**src/rtl/bus_pkg.sv**
```systemverilog
// Shared definitions for the system-bus master port.
// State encoding, mode constants and default widths.
package bus_pkg;

  typedef enum logic [3:0] {
    S_IDLE,
    S_SEL0,
    S_SEL1,
    S_WAIT_GRANT,
    S_ADDR,
    S_WDATA,
    S_RDATA,
    S_DONE,
    S_ABORT
  } state_e;

  localparam logic MODE_WRITE = 1'b1;
  localparam logic MODE_READ  = 1'b0;

  localparam int DEF_ADDR_WIDTH = 12;
  localparam int DEF_DATA_WIDTH = 8;
  localparam int DEF_TIMEOUT    = 255;
  localparam int SEL_WIDTH      = 2;

  function automatic int max_int(input int a, input int b);
    return (a > b) ? a : b;
  endfunction

endpackage

```
**src/rtl/serial_shifter.sv**
```systemverilog
// Bit counter plus combined PISO/SIPO shift register.
// Serial input lands at bit len_m1 so LSB-first data ends up right-aligned.
module serial_shifter #(
  parameter int W  = 12,
  parameter int OW = 8,
  parameter int CW = $clog2(W)
) (
  input  logic          clk,
  input  logic          rst,
  input  logic          load,
  input  logic [W-1:0]  load_data,
  input  logic          shift,
  input  logic          sin,
  input  logic [CW-1:0] len_m1,
  output logic          sout,
  output logic [OW-1:0] data,
  output logic          last
);

  logic [W-1:0]  data_q, data_d;
  logic [CW-1:0] cnt_q, cnt_d;

  always_comb begin
    data_d = data_q;
    cnt_d  = cnt_q;
    if (load) begin
      data_d = load_data;
      cnt_d  = '0;
    end else if (shift) begin
      data_d         = data_q >> 1;
      data_d[len_m1] = sin;
      cnt_d          = cnt_q + 1'b1;
    end
  end

  always_ff @(posedge clk or posedge rst) begin
    if (rst) begin
      data_q <= '0;
      cnt_q  <= '0;
    end else begin
      data_q <= data_d;
      cnt_q  <= cnt_d;
    end
  end

  assign sout = data_q[0];
  assign data = data_q[OW-1:0];
  assign last = (cnt_q == len_m1);

endmodule

```
**src/rtl/master_port.sv**
```systemverilog
// Master-side bus controller: one bus transaction per command.
// Arbiter handshake, serial select, address/data shifting, timeout.
module master_port
  import bus_pkg::*;
#(
  parameter int ADDR_WIDTH = DEF_ADDR_WIDTH,
  parameter int DATA_WIDTH = DEF_DATA_WIDTH,
  parameter int TIMEOUT    = DEF_TIMEOUT
) (
  input  logic                  clk,
  input  logic                  rst,
  input  logic                  cmd_valid,
  output logic                  cmd_ready,
  input  logic                  cmd_write,
  input  logic [SEL_WIDTH-1:0]  cmd_slave,
  input  logic [ADDR_WIDTH-1:0] cmd_addr,
  input  logic [DATA_WIDTH-1:0] cmd_wdata,
  output logic                  rsp_valid,
  output logic                  rsp_err,
  output logic [DATA_WIDTH-1:0] rsp_rdata,
  output logic                  m_request,
  output logic                  m_slave_sel,
  input  logic                  m_grant,
  input  logic                  arbiter_busy,
  input  logic                  bus_busy,
  output logic                  m_valid,
  output logic                  m_mode,
  output logic                  m_wdata,
  input  logic                  s_rvalid,
  input  logic                  s_rdata,
  output logic                  trans_done
);

  localparam int SW = max_int(ADDR_WIDTH, DATA_WIDTH);
  localparam int CW = $clog2(SW);
  localparam int TW = $clog2(TIMEOUT + 1);

  state_e                 state_q, state_d;
  logic                   write_q, write_d;
  logic [SEL_WIDTH-1:0]   slave_q, slave_d;
  logic [DATA_WIDTH-1:0]  wdata_q, wdata_d;
  logic [TW-1:0]          tmo_q, tmo_d;

  logic                   sh_load, sh_shift;
  logic                   sh_sout, sh_last;
  logic [SW-1:0]          sh_ld_data;
  logic [CW-1:0]          sh_len_m1;
  logic [DATA_WIDTH-1:0]  sh_data;
  logic                   bus_free;

  assign bus_free  = !arbiter_busy && !bus_busy;
  assign sh_len_m1 = (state_q == S_ADDR) ? CW'(ADDR_WIDTH - 1)
                                         : CW'(DATA_WIDTH - 1);

  serial_shifter #(
    .W  (SW),
    .OW (DATA_WIDTH),
    .CW (CW)
  ) u_shifter (
    .clk       (clk),
    .rst       (rst),
    .load      (sh_load),
    .load_data (sh_ld_data),
    .shift     (sh_shift),
    .sin       (s_rdata),
    .len_m1    (sh_len_m1),
    .sout      (sh_sout),
    .data      (sh_data),
    .last      (sh_last)
  );

  always_comb begin
    state_d    = state_q;
    write_d    = write_q;
    slave_d    = slave_q;
    wdata_d    = wdata_q;
    tmo_d      = tmo_q;
    sh_load    = 1'b0;
    sh_shift   = 1'b0;
    sh_ld_data = '0;
    unique case (state_q)
      S_IDLE: begin
        if (cmd_valid) begin
          write_d    = cmd_write;
          slave_d    = cmd_slave;
          wdata_d    = cmd_wdata;
          sh_load    = 1'b1;
          sh_ld_data = SW'(cmd_addr);
          state_d    = S_SEL0;
        end
      end
      S_SEL0: if (bus_free) state_d = S_SEL1;
      S_SEL1: state_d = S_WAIT_GRANT;
      S_WAIT_GRANT: begin
        // busy bus without our grant means the other master won
        if (m_grant)       state_d = S_ADDR;
        else if (bus_busy) state_d = S_SEL0;
      end
      S_ADDR: begin
        if (!m_grant) begin
          state_d = S_ABORT;
        end else begin
          sh_shift = 1'b1;
          if (sh_last) begin
            sh_load = 1'b1;
            tmo_d   = '0;
            if (write_q == MODE_WRITE) begin
              sh_ld_data = SW'(wdata_q);
              state_d    = S_WDATA;
            end else begin
              state_d    = S_RDATA;
            end
          end
        end
      end
      S_WDATA: begin
        if (!m_grant) begin
          state_d = S_ABORT;
        end else begin
          sh_shift = 1'b1;
          if (sh_last) state_d = S_DONE;
        end
      end
      S_RDATA: begin
        if (!m_grant) begin
          state_d = S_ABORT;
        end else if (s_rvalid && sh_last) begin
          sh_shift = 1'b1;
          state_d  = S_DONE;
        end else begin
          sh_shift = s_rvalid;
          if (tmo_q == TW'(TIMEOUT - 1)) state_d = S_ABORT;
          else                           tmo_d   = tmo_q + 1'b1;
        end
      end
      S_DONE:  state_d = S_IDLE;
      S_ABORT: state_d = S_IDLE;
      default: state_d = S_IDLE;
    endcase
  end

  always_ff @(posedge clk or posedge rst) begin
    if (rst) begin
      state_q <= S_IDLE;
      write_q <= 1'b0;
      slave_q <= '0;
      wdata_q <= '0;
      tmo_q   <= '0;
    end else begin
      state_q <= state_d;
      write_q <= write_d;
      slave_q <= slave_d;
      wdata_q <= wdata_d;
      tmo_q   <= tmo_d;
    end
  end

  always_comb begin
    cmd_ready   = 1'b0;
    rsp_valid   = 1'b0;
    rsp_err     = 1'b0;
    rsp_rdata   = '0;
    m_request   = 1'b0;
    m_slave_sel = 1'b0;
    m_valid     = 1'b0;
    m_mode      = 1'b0;
    m_wdata     = 1'b0;
    trans_done  = 1'b0;
    unique case (state_q)
      S_IDLE: cmd_ready = 1'b1;
      S_SEL0: begin
        m_request   = bus_free;
        m_slave_sel = bus_free & slave_q[0];
      end
      S_SEL1: begin
        m_request   = 1'b1;
        m_slave_sel = slave_q[1];
      end
      S_ADDR, S_WDATA: begin
        m_valid = 1'b1;
        m_mode  = write_q;
        m_wdata = sh_sout;
      end
      S_DONE: begin
        trans_done = 1'b1;
        rsp_valid  = 1'b1;
        rsp_rdata  = (write_q == MODE_WRITE) ? '0 : sh_data;
      end
      S_ABORT: begin
        trans_done = 1'b1;
        rsp_valid  = 1'b1;
        rsp_err    = 1'b1;
      end
      default: ;
    endcase
  end

endmodule
```
**config.mk**
```make
export PLATFORM = sky130hd
export DESIGN_NAME = master_port
export DESIGN_NICKNAME = d
export VERILOG_FILES = /design/src/rtl/bus_pkg.sv /design/src/rtl/serial_shifter.sv /design/src/rtl/master_port.sv
export SDC_FILE = /design/constraint.sdc
export NUM_CORES = 1
export LEC_CHECK = 0
export CORE_ASPECT_RATIO = 1.2
export CORE_UTILIZATION = 51
export CTS_CLUSTER_SIZE = 16
export DETAILED_ROUTE_END_ITERATION = 10
export PLACE_DENSITY = 0.82
export SYNTH_ARGS = -nofsm -noshare
export SYNTH_HDL_FRONTEND = slang
export SYNTH_SLANG_ARGS = --single-unit
```
**constraint.sdc**
```tcl
create_clock -name clk -period 2.5 [get_ports clk]
set_input_delay 0.5 -clock clk [delete_from_list [all_inputs] [get_ports clk]]
set_output_delay 0.5 -clock clk [all_outputs]
set_load 0.005 [all_outputs]
```
==> impl_summary.md <==
Outcome
The run finished with clean final reports.

Clock tree
The clock drives 39 sinks. In this run the clock root is driven by a clkbuf_8. In this run the deepest clock path goes through 2 buffers.

The H-tree was split into 2 levels. Clock-pin slew was measured on the worst setup and hold paths at 0.07 ns. The number of clock buffers added by TritonCTS is 5. The clock insertion delay at the later pin of the skew report is 0.30 ns. TritonCTS built the clock tree.

Pwr
The relative contribution of the clock network to total power is 16.2%. Per report_power, the combinational group accounts for 42.2% of the total. The part of the total power dissipated in sequential elements is 41.6%. The power per cell area is 873 nW/um2.

The maximum resistive drop on vdd is 0.000518 V. The standby leakage power is 1.29 nW. In this run switching power makes up 37.5% of total power. For this design the total switching power over the nets is 0.963 mW. The internal power of the cells totals 1.60 mW.

Floorplanning
From left edge to right edge, the die measures 62.2 um. The die covers 4620 um2. For this configuration, the core starts out at a cell density of 54.6%. The number of rows in the core area is 25.

In this run the standard cell core region covers 4070 um2. The top-level port count is 48. The vertical die dimension is 74.3 um.

STA
The final count of negative-setup-slack endpoints is 0. The worst path meets setup with 0.0387 ns of slack. The maximum clock skew at final layout is 0.00775 ns. The worst relative slew slack is 66.9%.

Setup repair after global routing left no endpoint under its margin. The smallest clock period supported by the final layout is computed as 2.46 ns. The final max-slew violation count is 0. The final number of hold-violating endpoints was 0. The post-route fraction of the period consumed by the critical path is 98.5%. The timing-limited maximum frequency is 406 MHz. Adding up every negative setup slack in the final design gives 0 ns. For the pin with the worst max-slew slack, the measured transition is 0.496 ns.

GRT
The first global-routing pass estimated 8.89 mm of wire. The number of antenna violations at the first check in global routing is 0. The total overflow left after global routing is 0. The number of global-route vias before repair came to 2,021. Entering global routing, the biggest net connects 40 pins. The total track usage is 24.9%.

Routing
After detailed routing, the number of remaining DRC violations is 0. The met3 layer wire length in the routed design is 261 um. Summed over all nets, wire length on met2 after detailed routing comes to 2.55 mm. The remaining antenna violation count is 0.

The first TritonRoute pass finished after 5 iterations. After the first detailed-routing iteration, the DRC count stood at 164. The highest routed metal layer is met4. The routed layout has 2,043 vias. Wires add up to 5.27 mm.

In the final routed layout, each cell accounts on average for 14.5 um. After detailed routing, the number of vias per cell comes to 5.61. The sum of routed wire segments on met1 is 2.32 mm.

Final layout
The post-route cell area is 2940 um2. In the final design database the tool counted 343 nets. The share of the core filled with cells is 72.2%. The signed area change from the synthesized netlist to the final layout is 32.2%. The post-route netlist has 11.6% of its cells at a drive strength greater than 1. The number of inserted diodes is 0.

Placement
Before CTS, the worst setup slack after placement is 0.0584 ns. At the end of routability-driven placement, the weighted congestion stood at 0.937. The placed instances occupy a cell area of 2820 um2. Port buffering added 47 buffers. The wire-length estimate of the detail-placed layout is 3.76 mm.

Worst setup path
The worst setup path is captured at an output port. The gate family responsible for the most delay along the worst path is buffers and inverters. On the worst path, the slowest cell contributes a delay of 0.50 ns. Setup slack on the worst reg-to-reg path comes out at 0.32 ns.

The most numerous cell type found on the critical path is buf_4. The sum of buffers and inverters on the critical path is 3. Traced cell by cell, the critical path runs through buf_4, nor4_1, buf_4, clkdlybuf4s50_1.

The depth of the worst register-to-register path is 6. The critical path is of the flop to output port type. The endpoint required time on the critical path is 2.00 ns. In this run the number of cells on the critical path is 4. The maximum fanout count along the critical path is 5. The cell at the slowest stage of the critical path is clkdlybuf4s50_1. STA puts the critical path data arrival time at 1.96 ns. STA classifies the critical path startpoint as a flop.

Logic synthesis
The fraction of synthesized area in multiplexers is 3.77%. Summing the areas of all compound-gate instances in the mapped netlist gives 15.4% of the synthesized area. The biggest area contributor in the post-synthesis netlist is dfrtp_1. The netlist area before placement is 2220 um2. Yosys printed 0 warnings.

Averaged over all synthesized cells, the footprint is 8.85 um2. The share of synthesized area in the top cell type comes to 43.9%. The post-synthesis sequential element count is 39.

Synthesis handed over a netlist of 251 instances. Counting flops with a built-in enable in the synthesized netlist gives 0. By area the synthesized netlist is led by dfrtp_1, nand2_1, a222oi_1, o21ai_0, and2_1. By count the netlist is led by nand2_1, dfrtp_1, nor2_1, o21ai_0, and2_1. After Yosys synthesis, XOR and XNOR cells account for 2.37% of the synthesized area. The most common cell in the synthesized netlist is nand2_1. For this run, asynchronously set or reset flops after synthesis account for 100%.

The synthesized netlist contains 48 unique library cells. By area, the combinational part of the netlist is dominated by simple AND/OR/NAND/NOR gates. The portion of the post-synthesis area used by sequential elements is 43.9%. The fraction of the mapped netlist area in simple logic gates is 28.3%. For this run, the leading register cell type out of synthesis is dfrtp_1.

Summing the areas of all fa, ha and maj instances in the mapped netlist gives 1.69% of the synthesized area. The number of nets in the synthesized netlist is 285.

Min path
The class of the tightest hold or removal check is flop to flop. The instance count along the most critical hold path is 2.

Flow run
The reported max-cap violation count is 0.
==> kinds of logic (layout without fill, tap and decap cells) <==
group,count (synthesis),count (layout)
muxes,8,8
and+or+nand+nor,126,126
adders and majority gates,3,3
xor gates and xnor gates,6,6
buffers and inverters,21,80
DFF,39,39
AOI/OAI and AO/OA,48,48
==> final cells by class <==
cell class / count / area, um2
Clock buffer: 6 / 72.6
Clock inverter: 2 / 12.5
Fill cell: 309 / 1130
Inverter: 5 / 18.8
Multi-Input combinational cell: 191 / 1160
Sequential cell: 39 / 980
Tap cell: 54 / 67.6
Timing Repair Buffer: 67 / 623
==> final timing paths <==
kind,from,end
setup / recovery,state_q[1],cmd_ready
hold / removal,wdata_q[7],wdata_q[7]
setup reg to reg,state_q[1],state_q[1]
hold reg to reg,wdata_q[7],wdata_q[7]
max in group asynchronous,rst,state_q[1]
min in group asynchronous,rst,wdata_q[4]
==> worst min-delay path: cells and delay by family, from the launching register on <==
family           cells  cell delay, ns
flip-flops           1            0.35
AND/OR/NAND/NOR      2            0.10
==> through the flow <==
| stage | hold slack [ns] | std cells | total power, mW |
|---|---|---|---|
| after floorplan | 0.446 | 251 | 1.74 |
| after global placement | 0.458 | 355 | 2.09 |
| after detailed placement | 0.463 | 355 | 2.11 |
| after CTS | 0.483 | 364 | 2.55 |
| after global routing | 0.518 | 364 | 2.77 |
| final | 0.480 | 364 | 2.56 |
==> layer usage <==
layer | GRT usage (%) | vias to the layer above
met3 | 4.60 | 13
li1 | - | 999
met5 | 0 | -
met4 | 11.4 | 0
met1 | 30.8 | 970
met2 | 42.9 | 61
==> power by group through the flow <==
stage | clock network [mW] | logic (mW) | registers, mW
floorplan | 0 | 0.747 | 0.995
finish | 0.416 | 1.08 | 1.07
global placement | 0 | 1.02 | 1.07
global route | 0.444 | 1.22 | 1.10
CTS | 0.426 | 1.07 | 1.05
detailed placement | 0 | 1.04 | 1.08
==> registers in the layout, indices dropped and copies added (netlist names) <==
signal / cells
slave_q: 2
state_q: 4
tmo_q: 8
u_shifter.cnt_q: 4
u_shifter.data_q: 12
wdata_q: 8
write_q: 1
==> cells in the final DEF (no fill, tap or decap), types with 7 or more instances in the layout <==
cell type	instances
nand2_1	62
clkdlybuf4s50_1	46
dfrtp_1	36
buf_4	20
o21ai_0	13
nor2_1	13
and2_1	10
a21oi_1	7
nor2b_1	7
a222oi_1	7
==> what timing repair did <==
action,in CTS,in global routing
endpoints found under the setup margin,10,10
hold buffers,0,0
hold endpoints to repair,0,0
setup buffers,1,0
gates cloned,0,0
gates resized for setup,1,7
pin swaps,0,0
Power figures use the tool's default switching activity.
